File: src/rtl/dcache_responder.sv
// Direct-mapped, one-word-per-line, write-through / no-write-allocate data cache
// with zero-latency read hits and a single outstanding backing-memory request.
module dcache_responder #(
  parameter int LINES = 16
) (
  input  logic        ctrl_clk,
  input  logic        ctrl_reset,
  input  logic [31:0] dcache_addr,
  input  logic [31:0] dcache_wdata,
  input  logic        dcache_en,
  input  logic        dcache_wr,
  output logic [31:0] dcache_rdata,
  output logic        dcache_rdy,
  output logic        mem_req,
  output logic        mem_we,
  output logic [31:0] mem_addr,
  output logic [31:0] mem_wdata,
  input  logic [31:0] mem_rdata,
  input  logic        mem_ack
);

  localparam int IDX_W = $clog2(LINES);
  localparam int TAG_W = 30 - IDX_W;

  typedef enum logic [1:0] {
    IDLE  = 2'd0,
    RFILL = 2'd1,
    WTHRU = 2'd2,
    WDONE = 2'd3
  } state_t;

  state_t state, state_nxt;

  logic [LINES-1:0] valid_q;
  logic [TAG_W-1:0] tag_mem  [LINES];
  logic [31:0]      data_mem [LINES];

  logic [29:0]      req_addr_p0;
  logic [31:0]      req_wdata_p0;

  logic [IDX_W-1:0] cur_idx, req_idx;
  logic [TAG_W-1:0] cur_tag, req_tag;
  logic             cur_hit, req_hit;
  logic             latch_req, fill_we, wr_upd;

  // Byte offset within the word carries no information for a word cache.
  logic unused_addr_lsb;
  assign unused_addr_lsb = ^dcache_addr[1:0];

  assign cur_idx = dcache_addr[2 +: IDX_W];
  assign cur_tag = dcache_addr[31 -: TAG_W];
  assign req_idx = req_addr_p0[IDX_W-1:0];
  assign req_tag = req_addr_p0[29 -: TAG_W];

  assign cur_hit = valid_q[cur_idx] && (tag_mem[cur_idx] == cur_tag);
  assign req_hit = valid_q[req_idx] && (tag_mem[req_idx] == req_tag);

  assign dcache_rdata = data_mem[cur_idx];
  assign mem_addr     = {req_addr_p0, 2'b00};
  assign mem_wdata    = req_wdata_p0;

  always_comb begin
    state_nxt  = state;
    dcache_rdy = 1'b0;
    mem_req    = 1'b0;
    mem_we     = 1'b0;
    latch_req  = 1'b0;
    fill_we    = 1'b0;
    wr_upd     = 1'b0;
    unique case (state)
      IDLE: begin
        if (!dcache_en) begin
          dcache_rdy = 1'b1;
        end else if (dcache_wr) begin
          latch_req = 1'b1;
          state_nxt = WTHRU;
        end else if (cur_hit) begin
          dcache_rdy = 1'b1;
        end else begin
          latch_req = 1'b1;
          state_nxt = RFILL;
        end
      end
      RFILL: begin
        mem_req = 1'b1;
        if (mem_ack) begin
          fill_we   = 1'b1;
          state_nxt = IDLE;
        end
      end
      WTHRU: begin
        mem_req = 1'b1;
        mem_we  = 1'b1;
        if (mem_ack) begin
          wr_upd    = req_hit;
          state_nxt = WDONE;
        end
      end
      WDONE: begin
        dcache_rdy = 1'b1;
        state_nxt  = IDLE;
      end
      default: state_nxt = IDLE;
    endcase
  end

  // Control state: FSM and valid bits, cleared asynchronously.
  always_ff @(posedge ctrl_clk or negedge ctrl_reset) begin
    if (!ctrl_reset) begin
      state   <= IDLE;
      valid_q <= '0;
    end else begin
      state <= state_nxt;
      if (fill_we) valid_q[req_idx] <= 1'b1;
    end
  end

  // Request capture and line storage; request is frozen for the whole memory transaction.
  always_ff @(posedge ctrl_clk) begin
    if (latch_req) begin
      req_addr_p0  <= dcache_addr[31:2];
      req_wdata_p0 <= dcache_wdata;
    end
    if (fill_we) begin
      tag_mem[req_idx]  <= req_tag;
      data_mem[req_idx] <= mem_rdata;
    end else if (wr_upd) begin
      data_mem[req_idx] <= req_wdata_p0;
    end
  end

endmodule

File: config.mk
export PLATFORM = sky130hd
export DESIGN_NAME = dcache_responder
export DESIGN_NICKNAME = d
export VERILOG_FILES = /design/src/rtl/dcache_responder.sv
export SDC_FILE = /design/constraint.sdc
export NUM_CORES = 1
export LEC_CHECK = 0
export ABC_CLOCK_PERIOD_IN_PS = 9300
export BUFFER_PORTS_ARGS = -buffer_cell sky130_fd_sc_hd__buf_2
export CAP_MARGIN = 10
export CELL_PAD_IN_SITES_DETAIL_PLACEMENT = 1
export CELL_PAD_IN_SITES_GLOBAL_PLACEMENT = 1
export CORE_MARGIN = 1
export CORE_UTILIZATION = 29
export DETAILED_ROUTE_END_ITERATION = 7
export GPL_ROUTABILITY_DRIVEN = 0
export PLACE_DENSITY_LB_ADDON = 0.1
export SLEW_MARGIN = 20
export SYNTH_ARGS = -nofsm -noshare
export SYNTH_HDL_FRONTEND = slang
export SYNTH_SLANG_ARGS = --single-unit
File: constraint.sdc
create_clock -name ctrl_clk -period 9.3 [get_ports ctrl_clk]
set_input_delay 0 -clock ctrl_clk [delete_from_list [all_inputs] [get_ports ctrl_clk]]
set_output_delay 0 -clock ctrl_clk [all_outputs]
set_load 0.05 [all_outputs]
### After elaboration in Yosys (flattened, before gate mapping)

Memory sizes are Yosys's and may differ from the RTL's. A register that Yosys moved wholly into a read port is not among the register bits.
Index checks and enable logic that the tools add are counted.

* order comparisons: 3
* equality and inequality tests: 9
* mux-type cells: 33
* bitwise logic cells: 2
* reductions and logical operators: 6

Operators with widths (count)
* 26-bit equality test: 2
* 32-bit two-way mux: 1
* 1-bit two-way mux: 21
* 16-bit bitwise OR: 1
* 4-bit by 5-bit less-than comparator with 1-bit output, second input constant: 2
* 2-bit two-way mux: 5
* 1-bit binary-select mux with 4-bit select: 2
* 2-bit case mux with 4 select lines: 1
* 2-bit inequality test, second input constant: 3
* 1-bit demux with 4-bit select: 1
* 2-bit equality test, second input constant: 2
* 4-bit by 1-bit greater-or-equal comparator with 1-bit output, second input constant: 1
* 4-bit two-way mux: 1
* 4-bit AND reduction: 1
* 1-bit logical AND: 3
* 3-bit inequality test, second input constant: 1
* 2-bit by 1-bit equality test with 1-bit output, second input constant: 1
* 2-bit zero test: 1
* 1-bit case mux with 2 select lines: 1
* 2-bit OR reduction: 1
* 1-bit bitwise OR: 1

* register bits: 80
* bits in writable memories: 928
* input bits: 101
* output and inout port bits: 99
* memories: 2

Memories
* data_mem: words 16, bits a word 32, read ports 1, clocked after memory_dff 0, wr ports 1, line 36 `logic [31:0] data_mem [LINES];`
* tag_mem: words 16, bits a word 26, read ports 2, clocked after memory_dff 1, wr ports 1, line 35 `logic [TAG_W-1:0] tag_mem [LINES];`

### Logic depth before layout (Yosys ltp)

Gate-level depths: netlist of the first run.

* depth after elaboration: 9
* depth in mapped cells: 12
* gate-level depth less buffers: 9

### Least setup slack after synthesis of the first run

Ideal clock, no wire load.

* path type: register to register
* start: register (tool-made name)
* end: memory data_mem[12][0], enable pin
* data arrival time: 5.661 ns
* slack: 3.138 ns
* cell stages (with the launch flop): 12
* buffers on the path: 4
* clock period less this slack: 6.162 ns
* path through: dfxtp_1 -> buf_2 -> buf_2 -> buf_2 -> mux4_2 -> mux2i_1 -> xor2_1 -> a31oi_1 -> nor3_1 -> a31oi_1 -> buf_2 -> nor4_1

RTL lines (line)
* end: declaration: 36

==> flow_summary.ini, run 1 <==
[timing]
finalCritPeriodShare_pct = 63.1
worst_slew_pin_slew_ns = 1.11
slew-limit-headroom_pct = 25.9
finalClockSkew_ns = 0.0553
tns_ns = 0
finalHoldViolations = 0
finalSetupViolations = 0
fin_crit_ns = 5.87
hold_slack_ns = 0.0478
max_freq_ghz = 0.170
rsz0062_at_grt = false
slew_violations = 0

[power]
p_int_uw = 8760
powerDensity_nw_per_um2 = 235
pwr-share-comb_pct = 16.0
irDropWorstVdd_mv = 0.163
power_frac_seq_pct = 45.6
pwr-share-clk_pct = 38.4
p_sw_share_pct = 27.4
p_leak_uw = 0.0165
switchingPower_uw = 3300

[synthesis]
synth_ff_type = edfxtp_1
yosysWarnings = 0
syn_inst = 1915
synth-edff-count = 990
synth_area_per_cell_um2 = 22.3
ys_types = 62
synthArstFlopShare_pct = 1.78
ys_seq_area_share_pct = 70.9
synth_area_um2 = 42700
ys_ff_latch = 1012

[grt]
grt-ovfl-total = 0
grt_max_degree = 74
track_usage_pct = 17.7
grt_pass1_wl_um = 184000
grt_pass1_vias = 24057
antenna_found_initial = 7

[clocking]
cts_root_buf = clkbuf_16
cts_tree = built
clockBufferDepth = 3
clk_pin_slew_ns = 0.06
clock_sinks = 1012
post_cts_buffers = 0
cts_buffers = 116
clk_latency_ns = 0.75
htreeDepth = 3

[drt]
vias_per_cell = 5.05
num_vias = 21811
postRouteWirelength_um = 131000
drc_errors = 0
ant_nets = 0
drt_first_iter_violations = 1537
first_pass_iters = 4
wl_per_cell_um = 30.2

[place]
postPlaceCellArea_um2 = 46200
dp.cells = 3970
port_buffers = 195
dp_hpwl_um = 71000

[min_path]
hold_class = primary input to flip-flop

[final_layout]
fin_cells = 4323
area_growth_pct = 20.4
drive_above_1_share_pct = 37.6
n_antenna_cell = 0
fin_area_um2 = 51400
fin_nets = 2414
final_util_pct = 35.2
fillers = 14199

[worst_setup_path]
cp.required_ns = 9.65
crit_fanout = 32
rrSetupSlack_ns = 3.43
crit_type = flip-flop to flip-flop
worstSetupEndpointType = flip-flop
critPathLaunchType = flip-flop
arrival_ns = 6.22

[status]
status = complete, no violations

[job]
drv_cap = 0

[floorplan]
fp.dieW_um = 386
die_area_um2 = 149000
fp.dieH_um = 386
num_rows = 140
ios = 200
core_area_um2 = 146000
initial_core_util_pct = 29.3
==> kinds of logic after synthesis <==
kind of cell | share of synthesized area [%]
buffers and inverters | 1.40
adder cells (fa/ha/maj) | 0.117
AO/OA/AOI/OAI | 1.15
XOR/XNOR | 1.21
other | 0.00878
AND/OR/NAND/NOR | 1.94
multiplexers | 23.3
flip-flops | 70.9
==> worst max-delay path, stage by stage (launching register included) <==
cell	delay [ns]
dfxtp_4	0.78
buf_4	0.73
buf_4	0.49
mux4_2	0.58
mux2i_1	0.18
xnor2_1	0.10
mux2i_1	0.53
nand4_1	0.16
nor2_1	0.49
a31oi_4	0.39
nor4_2	0.30
buf_4	0.66
==> cells in the final DEF, fill, tap and decap left out, types with 13 or more instances in the layout <==
cell type	instances
mux2_4	30
clkinv_1	25
or2_2	20
nor3_2	13
bufinv_16	15
buf_4	56
clkinv_2	21
nor2_4	16
edfxtp_1	990
nor3_1	13
mux2i_1	67
dfrtp_1	18
clkbuf_1	26
nor2_1	16
dlygate4sd3_1	138
mux4_2	385
clkbuf_16	117
nand2_1	21
buf_2	191
xnor2_1	50
==> metrics by stage <==
stage                     total power (µW)  setup slack (ns)
final                                12100              3.43
after global routing                 12500              3.02
after detailed placement              7520              3.05
after CTS                            12300              3.02
after floorplan                       6810              3.14
after global placement                7490              3.13
==> timing repair <==
action | 4_1_cts | 5_1_grt
hold endpoints to repair | 608 | 0
hold buffers | 138 | 0
gates resized for setup | 0 | 0
==> sequential cells by signal (all words and copies together) (netlist names), named ones only <==
signal	cells
valid_q	16
tag_mem	416
data_mem	512
mem_wdata	32
state	2
req_addr_p0	30
==> final cells by class <==
type	count	area (µm²)	share of cell area (%)
multi-input cells	785	12100	23.5
inverters	6	22.5	0.0438
well taps	1917	2400	4.66
clock inverters	72	830	1.61
clock buffers	143	3030	5.88
flip-flops and latches	1012	30300	58.9
repair buffers	388	2800	5.44
==> path summary, 6_finish.rpt <==
kind | start | end | cells past startpoint
min reg2reg | valid_q[7] | valid_q[7] | 1
min in group asynchronous | ctrl_reset | state[0] | 3
max reg2reg | flip-flop | data_mem[0][6] | 11
max in group asynchronous | ctrl_reset | valid_q[4] | 3
max | flip-flop | data_mem[0][6] | 11
min | dcache_addr[7] | req_addr_p0[5] | 2
==> cells in the mapped netlist, types with 11 or more instances <==
library cell	n	area share (%)
a21oi_1	12	0.14
dfrtp_1	18	1.1
mux2_4	30	1.1
edfxtp_1	990	70
buf_1	13	0.11
xnor2_1	50	1.0
buf_2	43	0.50
or2_2	20	0.29
nor2_1	32	0.28
nand2_1	21	0.18
clkbuf_1	39	0.34
nand2b_1	11	0.16
mux2i_1	67	1.6
mux4_2	385	20
nor3_1	25	0.29
==> power groups by stage <==
stage               sequential (µW)  combinational [µW]  clock, µW
finish                         5500                1930       4640
global route                   5540                2050       4930
CTS                            5510                1970       4790
detailed placement             5600                1920          0
global placement               5580                1900          0
floorplan                      5640                1180          0
==> layer usage <==
layer / vias up / GRT usage [%] / wire, µm
li1: 9046 / - / -
met2: 509 / 29.6 / 64200
met3: 189 / 3.30 / 5450
met5: - / 0 / 57
met4: 8 / 5.33 / 3800
met1: 12059 / 23.3 / 57300
(Power assumes the default switching activity.)
==> inputs of run 2 (changes only) <==
--- a/config.mk
+++ b/config.mk
@@ -5,7 +5,7 @@
 export SDC_FILE = /design/constraint.sdc
 export NUM_CORES = 1
 export LEC_CHECK = 0
-export ABC_CLOCK_PERIOD_IN_PS = 9300
+export ABC_CLOCK_PERIOD_IN_PS = 5250
 export BUFFER_PORTS_ARGS = -buffer_cell sky130_fd_sc_hd__buf_2
 export CAP_MARGIN = 10
 export CELL_PAD_IN_SITES_DETAIL_PLACEMENT = 1
==> constraint.sdc (replaced) <==
create_clock -name ctrl_clk -period 5.25 [get_ports ctrl_clk]
set_input_delay 0 -clock ctrl_clk [delete_from_list [all_inputs] [get_ports ctrl_clk]]
set_output_delay 0 -clock ctrl_clk [all_outputs]
set_load 0.05 [all_outputs]
==> run 2 against run 1 <==
  * Final cell count rose by 0.99%
  * Register-to-register slack got worse by 2.7 ns
  * Via count fell by 0.48%
  * Critical path depth rose by 1
  * Flip-flop and latch count did not move
  * Utilization rose by 0.44 points
  * Sequential power rose by 76%
  * Critical endpoint is now data_mem[2][6]
  * Largest cell class unchanged
==> flow_summary.ini, run 2 (same netlist as run 1, synthesis figures left out) <==
[grt]
antenna_found_initial = 7
grt_max_degree = 70
track_usage_pct = 17.5
grt_pass1_wl_um = 182000
grt-ovfl-total = 0
grt_pass1_vias = 23884

[job]
drv_cap = 0

[floorplan]
fp.dieW_um = 386
num_rows = 140
fp.dieH_um = 386
die_area_um2 = 149000
initial_core_util_pct = 29.3
ios = 200
core_area_um2 = 146000

[worst_setup_path]
worst-path-stages = 12
slowest_stage = dfxtp_2
crit_family = buffers and inverters
r2r_end = data_mem[2][6]
rrSetupSlack_ns = 0.74
cpMostUsedCell = buf_4
crit_fanout = 32
cp.required_ns = 5.64
arrival_ns = 4.90
critPathMaxStageDelay_ns = 0.97
cp_cell_sequence = buf_4 > buf_4 > mux4_2 > mux4_2 > xnor2_1 > nand4_1 > nor2_1 > buf_4 > a31oi_4 > buf_12 > nor3_2 > buf_12
worstSetupEndpointType = flip-flop
cp.buffers_inverters = 5
critPathLaunchType = flip-flop
rr_worst_depth = 12
crit_type = flip-flop to flip-flop

[place]
dp_hpwl_um = 76200
port_buffers = 195
dp.cells = 4012

[final_layout]
final_util_pct = 35.7
fin_nets = 2457
area_growth_pct = 22.0
mostFrequentLayoutCell = edfxtp_1
multiInputGateArea_um2 = 12100
seqCellArea_um2 = 30300
drive_above_1_share_pct = 38.7
fillers = 14175
fin_cells = 4366
largest_reg_flops = 512
final_cell_mix = edfxtp_1 (990), mux4_2 (385), buf_2 (191)
top_register = data_mem

[timing]
finalCritPeriodShare_pct = 85.8
slew_violations = 0
finalSetupViolations = 0
rsz0062_at_grt = false
worst_slew_pin_slew_ns = 1.07
slew-limit-headroom_pct = 28.8
max_freq_ghz = 0.222
finalClockSkew_ns = 0.0512
finalHoldViolations = 0
fin_crit_ns = 4.51

[clocking]
cts_root_buf = clkbuf_16
cts_tree = built
clk_latency_ns = 0.75
htreeDepth = 3
cts_buffers = 119
clk_pin_slew_ns = 0.06
ctsResizeCount = 0
clock_sinks = 1012
clockBufferDepth = 3

[drt]
num_vias = 21707
wl_per_cell_um = 29.6
drc_errors = 0
ant_nets = 0
drt_first_iter_violations = 1387
postRouteWirelength_um = 129000
vias_per_cell = 4.97
first_pass_iters = 5

[power]
p_leak_uw = 0.0169
powerDensity_nw_per_um2 = 408
irDropWorstVdd_mv = 0.259

[min_path]
hp-start = dcache_addr[23]
hold_class = primary input to flip-flop
whs_path_depth = 2
min_to = req_addr_p0[21]

[status]
status = complete, no violations
==> run 2: changes by cell type in the layout (fill, tap and decap cells not counted), sizes merged, moves of 4 or more <==
cell,before,now
bufinv,15,7
buf,250,292
clkbuf,143,154
clkinv,49,45
==> run 2: report_power, final <==
group	leakage (µW)	total [µW]	internal (µW)	switching [µW]
Combinational	0.00586	3620	1490	2120
Sequential	0.00920	9700	9320	377
Clock	0.00181	7950	4560	3390
==> run 2: area by class of cell <==
class                      instances  area share, %
inverter                           6         0.0432
timing repair buffer             428           6.73
sequential                      1012           58.1
multi-input combinational        785           23.3
clock buffer                     154           6.03
tap                             1917           4.61
clock inverter                    62           1.13
antenna                            2        0.00961
==> run 2: how the worst max path moves through the flow <==
stage                                  to  slack, ns
after global placement    data_mem[2][19]       0.72
final                      data_mem[2][6]       0.74
after floorplan            data_mem[0][0]      -0.79
after detailed placement  data_mem[2][19]       0.69
after global routing       data_mem[2][4]       0.55
after CTS                  data_mem[3][9]       0.67
==> run 2: layer usage <==
metal	up-vias	global-route usage, %	part of all wire (%)
met1	11925	23.1	43
li1	9126	-	-
met5	-	0	0.043
met2	469	29.7	50
met4	10	4.19	2.3
met3	177	3.35	4.4
==> run 2: through the flow <==
step	setup WS [ns]	power, µW	TNS (ns)	instance area [µm²]	hold WS (ns)
after detailed placement	0.690	13500	0	47000	-0.0276
final	0.745	21300	0	52100	0.0468
after floorplan	-0.785	12100	-75.38	42800	-0.296
after global routing	0.552	22100	0	52100	0.0321
after CTS	0.666	21600	0	52100	0.00167
after global placement	0.720	13400	0	47000	-0.0507
==> run 2: timing repair <==
item / in CTS / in global routing
setup buffers: 0 / 0
hold buffers: 135 / 1
hold endpoints to repair: 618 / 1
==> inputs of run 3 (changes only) <==
--- a/config.mk
+++ b/config.mk
@@ -8,13 +8,10 @@
 export ABC_CLOCK_PERIOD_IN_PS = 5250
 export BUFFER_PORTS_ARGS = -buffer_cell sky130_fd_sc_hd__buf_2
 export CAP_MARGIN = 10
-export CELL_PAD_IN_SITES_DETAIL_PLACEMENT = 1
-export CELL_PAD_IN_SITES_GLOBAL_PLACEMENT = 1
 export CORE_MARGIN = 1
 export CORE_UTILIZATION = 29
 export DETAILED_ROUTE_END_ITERATION = 7
 export GPL_ROUTABILITY_DRIVEN = 0
-export PLACE_DENSITY_LB_ADDON = 0.1
 export SLEW_MARGIN = 20
 export SYNTH_ARGS = -nofsm -noshare
 export SYNTH_HDL_FRONTEND = slang
==> run 3 against run 2 <==
  * Register-to-register slack worse by 0.04 ns
  * Highest routed layer unchanged
  * Die area is the same
  * Cell area decreased by 1.4%
  * Sequential share of layout area increased by 0.80 points
  * Non-clock buffer count shrank 40
  * Sequential power up 0.4%
  * Hold slack worse by 0.053 ns
  * Total power down 3.6%
  * Utilization shrank 0.49 points
  * Clock power shrank 7.2%
  * The run now ends with hold timing left
  * Global-route usage is 2.5 points lower
  * Critical path type unchanged
==> flow_summary.ini, run 3 (same netlist as run 1, synthesis figures left out) <==
[status]
violations = hold timing
status = complete, but fails checks

[clocking]
clk_latency_ns = 0.73
cts_buffers = 106
clockBufferDepth = 3
clk_pin_slew_ns = 0.06
cts_root_buf = clkbuf_16
htreeDepth = 3
holdBufCountCts = 123
clock_sinks = 1012
cts_tree = built
ctsResizeCount = 0
post_cts_buffers = 0

[drt]
drt_first_iter_violations = 1903
vias_per_cell = 5.07
wl_per_cell_um = 26.2
drc_errors = 0
ant_nets = 0
first_pass_iters = 5
num_vias = 21817
postRouteWirelength_um = 113000

[grt]
grt_max_degree = 73
grt_pass1_vias = 23170
antenna_found_initial = 5
track_usage_pct = 15.0
grt_pass1_wl_um = 161000
grt-ovfl-total = 0

[power]
irDropWorstVdd_mv = 0.295
power_uw = 20500
p_leak_uw = 0.0165
powerDensity_nw_per_um2 = 399

[worst_setup_path]
worstSetupEndpointType = flip-flop
crit_type = flip-flop to flip-flop
critPathLaunchType = flip-flop
cp.required_ns = 5.59
rrSetupSlack_ns = 0.70
arrival_ns = 4.89
crit_fanout = 32
rr_worst_depth = 10

[timing]
finalHoldViolations = 5
hold_slack_ns = -0.00653
timing.final.ws_setup_ns = 0.701
finalSetupViolations = 0
slew_violations = 0
slew-limit-headroom_pct = 25.2
max_freq_ghz = 0.220
rsz0062_at_grt = false
finalCritPeriodShare_pct = 86.7
finalClockSkew_ns = 0.0671
tns_ns = 0
worst_slew_pin_slew_ns = 1.12
fin_crit_ns = 4.55

[place]
place_ws_ns = 0.699
port_buffers = 195
dp_hpwl_um = 65300

[final_layout]
top_register = data_mem
area_growth_pct = 20.3
largest_reg_flops = 512
drive_above_1_share_pct = 38.2
final_cell_mix = edfxtp_1 (990), mux4_2 (385), buf_2 (192)
n_antenna_cell = 0
fin_nets = 2404
mostFrequentLayoutCell = edfxtp_1

[floorplan]
num_rows = 140
ios = 200
fp.dieH_um = 386
initial_core_util_pct = 29.3
die_area_um2 = 149000
fp.dieW_um = 386
core_area_um2 = 146000

[job]
drv_cap = 0

[min_path]
hold_class = primary input to async pin
-- run 3: changes by cell type in the layout (fill, tap and decap cells not counted), sizes merged, moves of 2 or more --
| cell | delta |
|---|---|
| buf | -26 |
| clkbuf | -28 |
| clkinv | +12 |
| diode | -2 |
| dlygate4sd3 | -14 |
-- run 3: per-layer routing --
layer | share of wire (%) | wire length, µm | track usage (%)
met1 | 41 | 45900 | 19.5
met2 | 49 | 55100 | 24.8
met3 | 8.1 | 9100 | 3.73
met4 | 2.2 | 2480 | 4.49
met5 | 0.058 | 65 | 0
-- run 3: layout make-up --
type / count / area, µm²
repair buffers: 388 / 3060
clock buffers: 126 / 2790
clock inverters: 72 / 682
fillers: 13380 / 94500
inverters: 6 / 22.5
multi-input cells: 785 / 12100
well taps: 1917 / 2400
flip-flops and latches: 1012 / 30300
-- run 3: worst max-delay path, cell delays in order, from the launching register on --
cell and delay [ns]:
dfxtp_4 0.66, buf_4 0.41, mux4_2 0.58, mux4_2 0.52, xnor2_1 0.17, nand4_1 0.25
nor2_1 0.41, a31oi_4 0.15, buf_4 0.27, nor4_2 0.38, buf_12 0.32
-- run 3: path summary, 6_finish.rpt --
kind	startpoint	endpoint
max	flip-flop	data_mem[4][8]
min	ctrl_reset	valid_q[11]
max reg2reg	flip-flop	data_mem[4][8]
min reg2reg	valid_q[5]	valid_q[5]
max in group asynchronous	ctrl_reset	valid_q[6]
min in group ctrl_clk	dcache_addr[25]	req_addr_p0[23]
-- run 3: stage by stage --
stage          instance area (µm²)  utilization (%)  hold slack [ns]  instances
2_1_floorplan                42800                -           -0.296       1916
3_3_place_gp                 46600             32.0          -0.0263       3984
3_5_place_dp                 46600             32.0          -0.0123       3984
4_1_cts                      51400             35.2          0.00553       4305
5_1_grt                      51400             35.2           0.0177       4306
6_report                     51400             35.2         -0.00653       4306
-- run 3: where the power goes --
group	leakage (µW)	switching, µW	internal [µW]
Sequential	0.00920	418	9320
Combinational	0.00564	1960	1420
Clock	0.00168	3250	4130
